<file path="src/rtl/mult_product_accumulator_if.sv">
// Product-stream / result handshake bundle for the dot-product accumulator.
// The slave side is the accumulator; the master side feeds products and drains results.
interface mult_product_accumulator_if #(
  parameter int PROD_WIDTH = 20,
  parameter int ACC_WIDTH  = 32,
  parameter int VEC_LEN    = 16
);
  localparam int CNT_WIDTH = $clog2(VEC_LEN + 1);

  logic [PROD_WIDTH-1:0] prod_in;
  logic                  in_valid;
  logic                  in_last;
  logic                  in_ready;
  logic [ACC_WIDTH-1:0]  out_data;
  logic [CNT_WIDTH-1:0]  out_count;
  logic                  out_ovf;
  logic                  out_valid;
  logic                  out_ready;

  modport slave (
    input  prod_in, in_valid, in_last, out_ready,
    output in_ready, out_data, out_count, out_ovf, out_valid
  );

  modport master (
    output prod_in, in_valid, in_last, out_ready,
    input  in_ready, out_data, out_count, out_ovf, out_valid
  );
endinterface

</file>
<file path="src/rtl/mult_product_accumulator.sv">
// Accumulates signed multiplier products into a dot-product result and
// presents it on a valid/ready port, with optional saturation on overflow.
module mult_product_accumulator #(
  parameter int PROD_WIDTH = 20,
  parameter int ACC_WIDTH  = 32,
  parameter int VEC_LEN    = 16,
  parameter bit SATURATE   = 1'b1
) (
  input  logic clk,
  input  logic rst,
  input  logic clr,
  mult_product_accumulator_if.slave io
);
  localparam int CNT_WIDTH = $clog2(VEC_LEN + 1);
  localparam int MSB = ACC_WIDTH - 1;
  localparam logic [ACC_WIDTH-1:0] ACC_MAX = {1'b0, {(ACC_WIDTH-1){1'b1}}};
  localparam logic [ACC_WIDTH-1:0] ACC_MIN = {1'b1, {(ACC_WIDTH-1){1'b0}}};

  typedef enum logic [1:0] {
    IDLE  = 2'd0,
    ACCUM = 2'd1,
    HOLD  = 2'd2
  } state_t;

  state_t state, state_nxt;

  logic signed [PROD_WIDTH-1:0] prod_s;
  logic signed [ACC_WIDTH-1:0]  sx;
  logic signed [ACC_WIDTH-1:0]  sum;
  logic signed [ACC_WIDTH-1:0]  add_res;
  logic signed [ACC_WIDTH-1:0]  acc;
  logic signed [ACC_WIDTH-1:0]  nxt_acc;
  logic [ACC_WIDTH-1:0]         res_data;
  logic [CNT_WIDTH-1:0]         cnt;
  logic [CNT_WIDTH-1:0]         nxt_cnt;
  logic [CNT_WIDTH-1:0]         res_cnt;
  logic                         ovf;
  logic                         add_ovf;
  logic                         nxt_ovf;
  logic                         res_ovf;
  logic                         accept;
  logic                         done;

  assign prod_s  = io.prod_in;
  assign sx      = ACC_WIDTH'(prod_s);
  assign sum     = acc + sx;
  assign add_ovf = (acc[MSB] == sx[MSB]) && (sum[MSB] != acc[MSB]);
  // Clamp toward the sign both operands share
  assign add_res = (add_ovf && SATURATE)
                 ? (acc[MSB] ? ACC_MIN : ACC_MAX)
                 : sum;

  assign io.in_ready  = (state != HOLD) && !rst;
  assign io.out_valid = (state == HOLD);
  assign io.out_data  = res_data;
  assign io.out_count = res_cnt;
  assign io.out_ovf   = res_ovf;

  assign accept = io.in_valid && io.in_ready;

  always_comb begin
    nxt_acc = sx;
    nxt_cnt = CNT_WIDTH'(1);
    nxt_ovf = 1'b0;
    if (state == ACCUM) begin
      nxt_acc = add_res;
      nxt_cnt = cnt + CNT_WIDTH'(1);
      nxt_ovf = ovf | add_ovf;
    end
  end

  assign done = io.in_last || (nxt_cnt == CNT_WIDTH'(VEC_LEN));

  always_ff @(posedge clk or posedge rst) begin
    if (rst) state <= IDLE;
    else     state <= state_nxt;
  end

  always_comb begin
    state_nxt = state;
    unique case (state)
      IDLE, ACCUM: if (accept) state_nxt = done ? HOLD : ACCUM;
      HOLD:        if (io.out_ready) state_nxt = IDLE;
      default:     state_nxt = IDLE;
    endcase
    if (clr) state_nxt = IDLE;
  end

  // Result registers load only on HOLD entry so they survive the next vector
  always_ff @(posedge clk or posedge rst) begin
    if (rst) begin
      acc      <= '0;
      cnt      <= '0;
      ovf      <= 1'b0;
      res_data <= '0;
      res_cnt  <= '0;
      res_ovf  <= 1'b0;
    end else if (clr) begin
      acc <= '0;
      cnt <= '0;
      ovf <= 1'b0;
    end else if (accept) begin
      acc <= nxt_acc;
      cnt <= nxt_cnt;
      ovf <= nxt_ovf;
      if (done) begin
        res_data <= nxt_acc;
        res_cnt  <= nxt_cnt;
        res_ovf  <= nxt_ovf;
      end
    end
  end
endmodule

</file>
<file path="src/flat_wrapper.sv">
// flat-port wrapper written by rule: the top's interface ports become plain ports
module mult_product_accumulator_flat 
#(
  parameter int PROD_WIDTH = 20,
  parameter int ACC_WIDTH  = 32,
  parameter int VEC_LEN    = 16,
  parameter bit SATURATE   = 1'b1
)
  (clk, rst, clr, io_prod_in, io_in_valid, io_in_last, io_out_ready, io_in_ready, io_out_data, io_out_count, io_out_ovf, io_out_valid);
  mult_product_accumulator_if #(.PROD_WIDTH(PROD_WIDTH), .ACC_WIDTH(ACC_WIDTH), .VEC_LEN(VEC_LEN)) io_i ();
  input  logic clk;
  input  logic rst;
  input  logic clr;
  input wire logic [$bits(io_i.prod_in)-1:0] io_prod_in;
  input wire logic [$bits(io_i.in_valid)-1:0] io_in_valid;
  input wire logic [$bits(io_i.in_last)-1:0] io_in_last;
  input wire logic [$bits(io_i.out_ready)-1:0] io_out_ready;
  output wire logic [$bits(io_i.in_ready)-1:0] io_in_ready;
  output wire logic [$bits(io_i.out_data)-1:0] io_out_data;
  output wire logic [$bits(io_i.out_count)-1:0] io_out_count;
  output wire logic [$bits(io_i.out_ovf)-1:0] io_out_ovf;
  output wire logic [$bits(io_i.out_valid)-1:0] io_out_valid;
  assign io_i.prod_in = io_prod_in;
  assign io_i.in_valid = io_in_valid;
  assign io_i.in_last = io_in_last;
  assign io_i.out_ready = io_out_ready;
  assign io_in_ready = io_i.in_ready;
  assign io_out_data = io_i.out_data;
  assign io_out_count = io_i.out_count;
  assign io_out_ovf = io_i.out_ovf;
  assign io_out_valid = io_i.out_valid;
  mult_product_accumulator #(.PROD_WIDTH(PROD_WIDTH), .ACC_WIDTH(ACC_WIDTH), .VEC_LEN(VEC_LEN), .SATURATE(SATURATE)) u_core (.clk(clk), .rst(rst), .clr(clr), .io(io_i));
endmodule
</file>
<file path="config.mk">
export PLATFORM = sky130hd
export DESIGN_NAME = mult_product_accumulator_flat
export DESIGN_NICKNAME = d
export VERILOG_FILES = /design/src/rtl/mult_product_accumulator_if.sv /design/src/rtl/mult_product_accumulator.sv /design/src/flat_wrapper.sv
export SDC_FILE = /design/constraint.sdc
export NUM_CORES = 1
export LEC_CHECK = 0
export BUFFER_PORTS_ARGS = -buffer_cell sky130_fd_sc_hd__buf_2
export CAP_MARGIN = 20
export CORE_ASPECT_RATIO = 0.9
export CORE_MARGIN = 3
export CORE_UTILIZATION = 60
export CTS_BUF_LIST = sky130_fd_sc_hd__clkbuf_4
export DETAILED_ROUTE_END_ITERATION = 10
export MAX_ROUTING_LAYER = met4
export PLACE_DENSITY = 0.82
export SLEW_MARGIN = 30
export SYNTH_ARGS = -nofsm -noshare
export SYNTH_HDL_FRONTEND = slang
export SYNTH_SLANG_ARGS = --single-unit
</file>
<file path="constraint.sdc">
create_clock -name clk -period 6.65 [get_ports clk]
set_clock_uncertainty 0.1 [all_clocks]
set_input_delay 1.33 -clock clk [delete_from_list [all_inputs] [get_ports clk]]
set_output_delay 1.33 -clock clk [all_outputs]
set_load 0.02 [all_outputs]
</file>
==> impl_metrics.env <==
export IMPL_crit_path_cell_trace="buf_2 > ha_1 > a21oi_4 > o221ai_1 > o2111ai_1 > nor2_4 > a211oi_4 > nor2_4 > nand2_1 > o21ai_0"
export IMPL_postSynthNetCount=684
export IMPL_postCtsSetupBuffers=0
export IMPL_ctsHoldBuffers=0
export IMPL_maxCapViolations=0
export IMPL_n_antenna_cell=0
export IMPL_clk_path_buf_depth=2
export IMPL_synth_largest_area_cell="sky130_fd_sc_hd__dfrtp_1"
export IMPL_path_depth_of_the_worst_reg2reg_path=9
export IMPL_fmax_mhz=232
export IMPL_async_reset_ff_share_pct=100
export IMPL_power_ir_vdd_worst_uv=132
export IMPL_half_perimeter_wire_length_after_placement_mm=10.9
export IMPL_dominantRegCellSynth="sky130_fd_sc_hd__dfrtp_1"
export IMPL_row_count=32
export IMPL_cts_repair_resized=0
export IMPL_critPathArrivalTime_ps=4530
export IMPL_holdPathStages=2
export IMPL_post_synth_edffs=0
export IMPL_hold_viol_final=0
export IMPL_layout_commonest_cell="sky130_fd_sc_hd__nand2_1"
export IMPL_die_x_um=107
export IMPL_grt_setup_unrepaired="false"
export IMPL_synth_sequential_area_ratio_pct=35.4
export IMPL_yosys_top_cell_area_share_pct=35.4
export IMPL_core_area_um2=8770
export IMPL_finalWorstPathRequiredPeriod_ps=4310
export IMPL_antenna_found_initial=0
export IMPL_total_clock_buffers_created_by_cts=9
export IMPL_nNetsFinal=729
export IMPL_worst_endpoint_required_time_ps=6870
export IMPL_grt_max_degree=80
export IMPL_sequential_cell_area_um2=1950
export IMPL_grt_pass1_wl_mm=24.4
export IMPL_io_buffer_count=65
export IMPL_class_of_the_tightest_hold_or_removal_check="reg2reg"
export IMPL_total_power_w=0.00131
export IMPL_layout_cells_most_common_list="84 x sky130_fd_sc_hd__nand2_1, 78 x sky130_fd_sc_hd__dfrtp_1, 65 x sky130_fd_sc_hd__buf_2"
export IMPL_via_count=5031
export IMPL_place_gp_congestion=1.03
export IMPL_cpMostUsedCell="sky130_fd_sc_hd__nor2_4"
export IMPL_endpoint_kind="flop"
export IMPL_crit_fanout=23
export IMPL_layout_cells_sized_above_1_pct=18.2
export IMPL_globalRoute_totalOverflow=0
export IMPL_syn_cell_area_um2=5520
export IMPL_worst_path_largest_cell_delay_ps=720
export IMPL_yosys_warns=0
export IMPL_clock_tree_from_tritoncts="done"
export IMPL_clk_transition_reported_paths_ps=160
export IMPL_timing_final_setup_violations=0
export IMPL_leakage_power_total_nw=2.67
export IMPL_regToRegSetupSlack_ps=3210
export IMPL_run_status="finished clean"
export IMPL_globalRouteTotalUtil_pct=29.8
export IMPL_critical_path_slowest_cell="sky130_fd_sc_hd__a211oi_4"
export IMPL_cts_num_sinks=78
export IMPL_worstReg2RegEnd="u_core.io.out_data[24]"
export IMPL_synthToLayoutAreaGrowth_pct=8.05
export IMPL_reg2reg_from="u_core.acc[22]"
export IMPL_power_per_cell_area_nw_per_um2=220
export IMPL_clk_insertion_delay_late_ps=440
export IMPL_start_util_pct=62.9
export IMPL_synth_top_cells_by_area="sky130_fd_sc_hd__dfrtp_1 35%, sky130_fd_sc_hd__ha_1 7.3%, sky130_fd_sc_hd__nand2_1 5.7%"
export IMPL_fill_cells=714
export IMPL_drt_first_pass_iters=4
export IMPL_detail_route_drc_violations=0
export IMPL_worstSetupStartpoint="io_prod_in[19]"
export IMPL_max_slew_margin_pct=34.8
export IMPL_ant_nets=0
export IMPL_critical_path_buf_inv_count=1
export IMPL_boundaryPins=66
export IMPL_hp_start="u_core.io.out_ovf"
export IMPL_synth_cell_type_count=72
export IMPL_routed_wire_length_per_instance_um=18.5
export IMPL_detail_route_iter0_violations=340
export IMPL_worst_hold_endpoint="u_core.io.out_ovf"
export IMPL_clockRootBuffer="sky130_fd_sc_hd__clkbuf_4"
export IMPL_fp_dieH_um=97.0
export IMPL_path_delay_family="compound AO/OA/AOI/OAI gates"
export IMPL_finalMaxSlewViolations=0
export IMPL_final_setup_tns_ps=0
export IMPL_netlist_instances=625
export IMPL_vias_per_cell=6.34
export IMPL_dieArea_um2=10400
export IMPL_worst_setup_path_type="in2reg"
export IMPL_max_slew_worst_pin_slew_ps=976
export IMPL_vias_in_the_first_global_route=4873
export IMPL_wirelength_mm=14.7
export IMPL_postSynthRegisterBits=78
export IMPL_core_occupancy_in_the_finished_layout_pct=68.0
export IMPL_syn_area_per_cell_um2=8.82
export IMPL_min_period_over_period_pct=64.8
export IMPL_htree_levels=3
export IMPL_setup_worst_path_start_class="primary input"
export IMPL_area_of_the_multi_input_gates_um2=3320
worst max-delay path by stage:
| stage | end | slack [ps] | depth (start not counted) |
|---|---|---|---|
| 6_report | u_core.io.out_data[24] | 2340 | 10 |
| 5_1_grt | u_core.io.out_data[24] | 2190 | 10 |
| 2_1_floorplan | u_core.cnt[2] | 2270 | 7 |
| 3_5_place_dp | u_core.acc[24] | 1950 | 10 |
| 3_3_place_gp | u_core.acc[25] | 2070 | 10 |
| 4_1_cts | u_core.io.out_data[24] | 2400 | 10 |
area by class of cell:
cell class	instances	area share (%)
Clock buffer	9	1.13
Clock inverter	7	1.03
Inverter	12	0.777
Multi-Input combinational cell	500	55.8
Sequential cell	78	32.8
Tap cell	119	2.50
Timing Repair Buffer	69	6.03
per-layer routing:
metal  track usage, %  part of all wire [%]  vias up
met5                -                     0        -
met4             6.78                   1.0        0
met3             5.87                   8.1       16
met2             43.3                    45      206
met1             43.2                    46     2392
li1                 -                     -     2417
through the flow:
stage          std cells  setup WS [ps]  area (um^2)  hold slack, ps
3_5_place_dp         778           1950         5820             352
4_1_cts              794           2400         5950             387
2_1_floorplan        625           2270         5520             368
5_1_grt              794           2190         5960             416
6_report             794           2340         5960             380
3_3_place_gp         778           2070         5820             348
cell families after synthesis:
family / after synthesis / synth area share [%]
flip-flops: 78 / 35.4
buffers and inverters: 47 / 4.47
multiplexers: 2 / 0.363
AO/OA/AOI/OAI: 216 / 28.5
XOR/XNOR: 29 / 4.61
AND/OR/NAND/NOR: 220 / 19.1
adder cells (fa/ha/maj): 33 / 7.62
where the power goes:
| part | internal, W | switching (W) |
|---|---|---|
| combinational | 0.000165 | 0.000293 |
| sequential | 0.000534 | 0.0000377 |
| clock | 0.0000840 | 0.000199 |
| total | 0.000783 | 0.000530 |
worst register-to-register path, cell delays in order (launching register included):
cell and delay (ps):
sky130_fd_sc_hd__dfrtp_1 480, sky130_fd_sc_hd__ha_1 430, sky130_fd_sc_hd__a21oi_4 250, sky130_fd_sc_hd__o221ai_1 150, sky130_fd_sc_hd__o2111ai_1 400, sky130_fd_sc_hd__nor2_4 90
sky130_fd_sc_hd__a211oi_4 720, sky130_fd_sc_hd__nor2_4 240, sky130_fd_sc_hd__nand2_1 320, sky130_fd_sc_hd__o21ai_0 150
Yosys cell counts, types with 12 or more instances:
master and count:
sky130_fd_sc_hd__a21oi_1 57, sky130_fd_sc_hd__a311oi_1 15, sky130_fd_sc_hd__a31oi_1 21, sky130_fd_sc_hd__clkbuf_1 16, sky130_fd_sc_hd__dfrtp_1 78, sky130_fd_sc_hd__ha_1 32, sky130_fd_sc_hd__inv_1 12, sky130_fd_sc_hd__nand2_1 84
sky130_fd_sc_hd__nand3_1 14, sky130_fd_sc_hd__nor2_1 61, sky130_fd_sc_hd__nor3_1 16, sky130_fd_sc_hd__o21ai_0 26, sky130_fd_sc_hd__o21ai_1 13, sky130_fd_sc_hd__xnor2_1 19
registers in the layout, summed over array words and instances, names as in the netlist:
signal / count
u_core.io.out_ovf: 1
u_core.io.out_data: 32
u_core.state: 2
u_core.acc: 32
u_core.cnt: 5
u_core.ovf: 1
u_core.io.out_count: 5
Power figures use the tool's default switching activity.
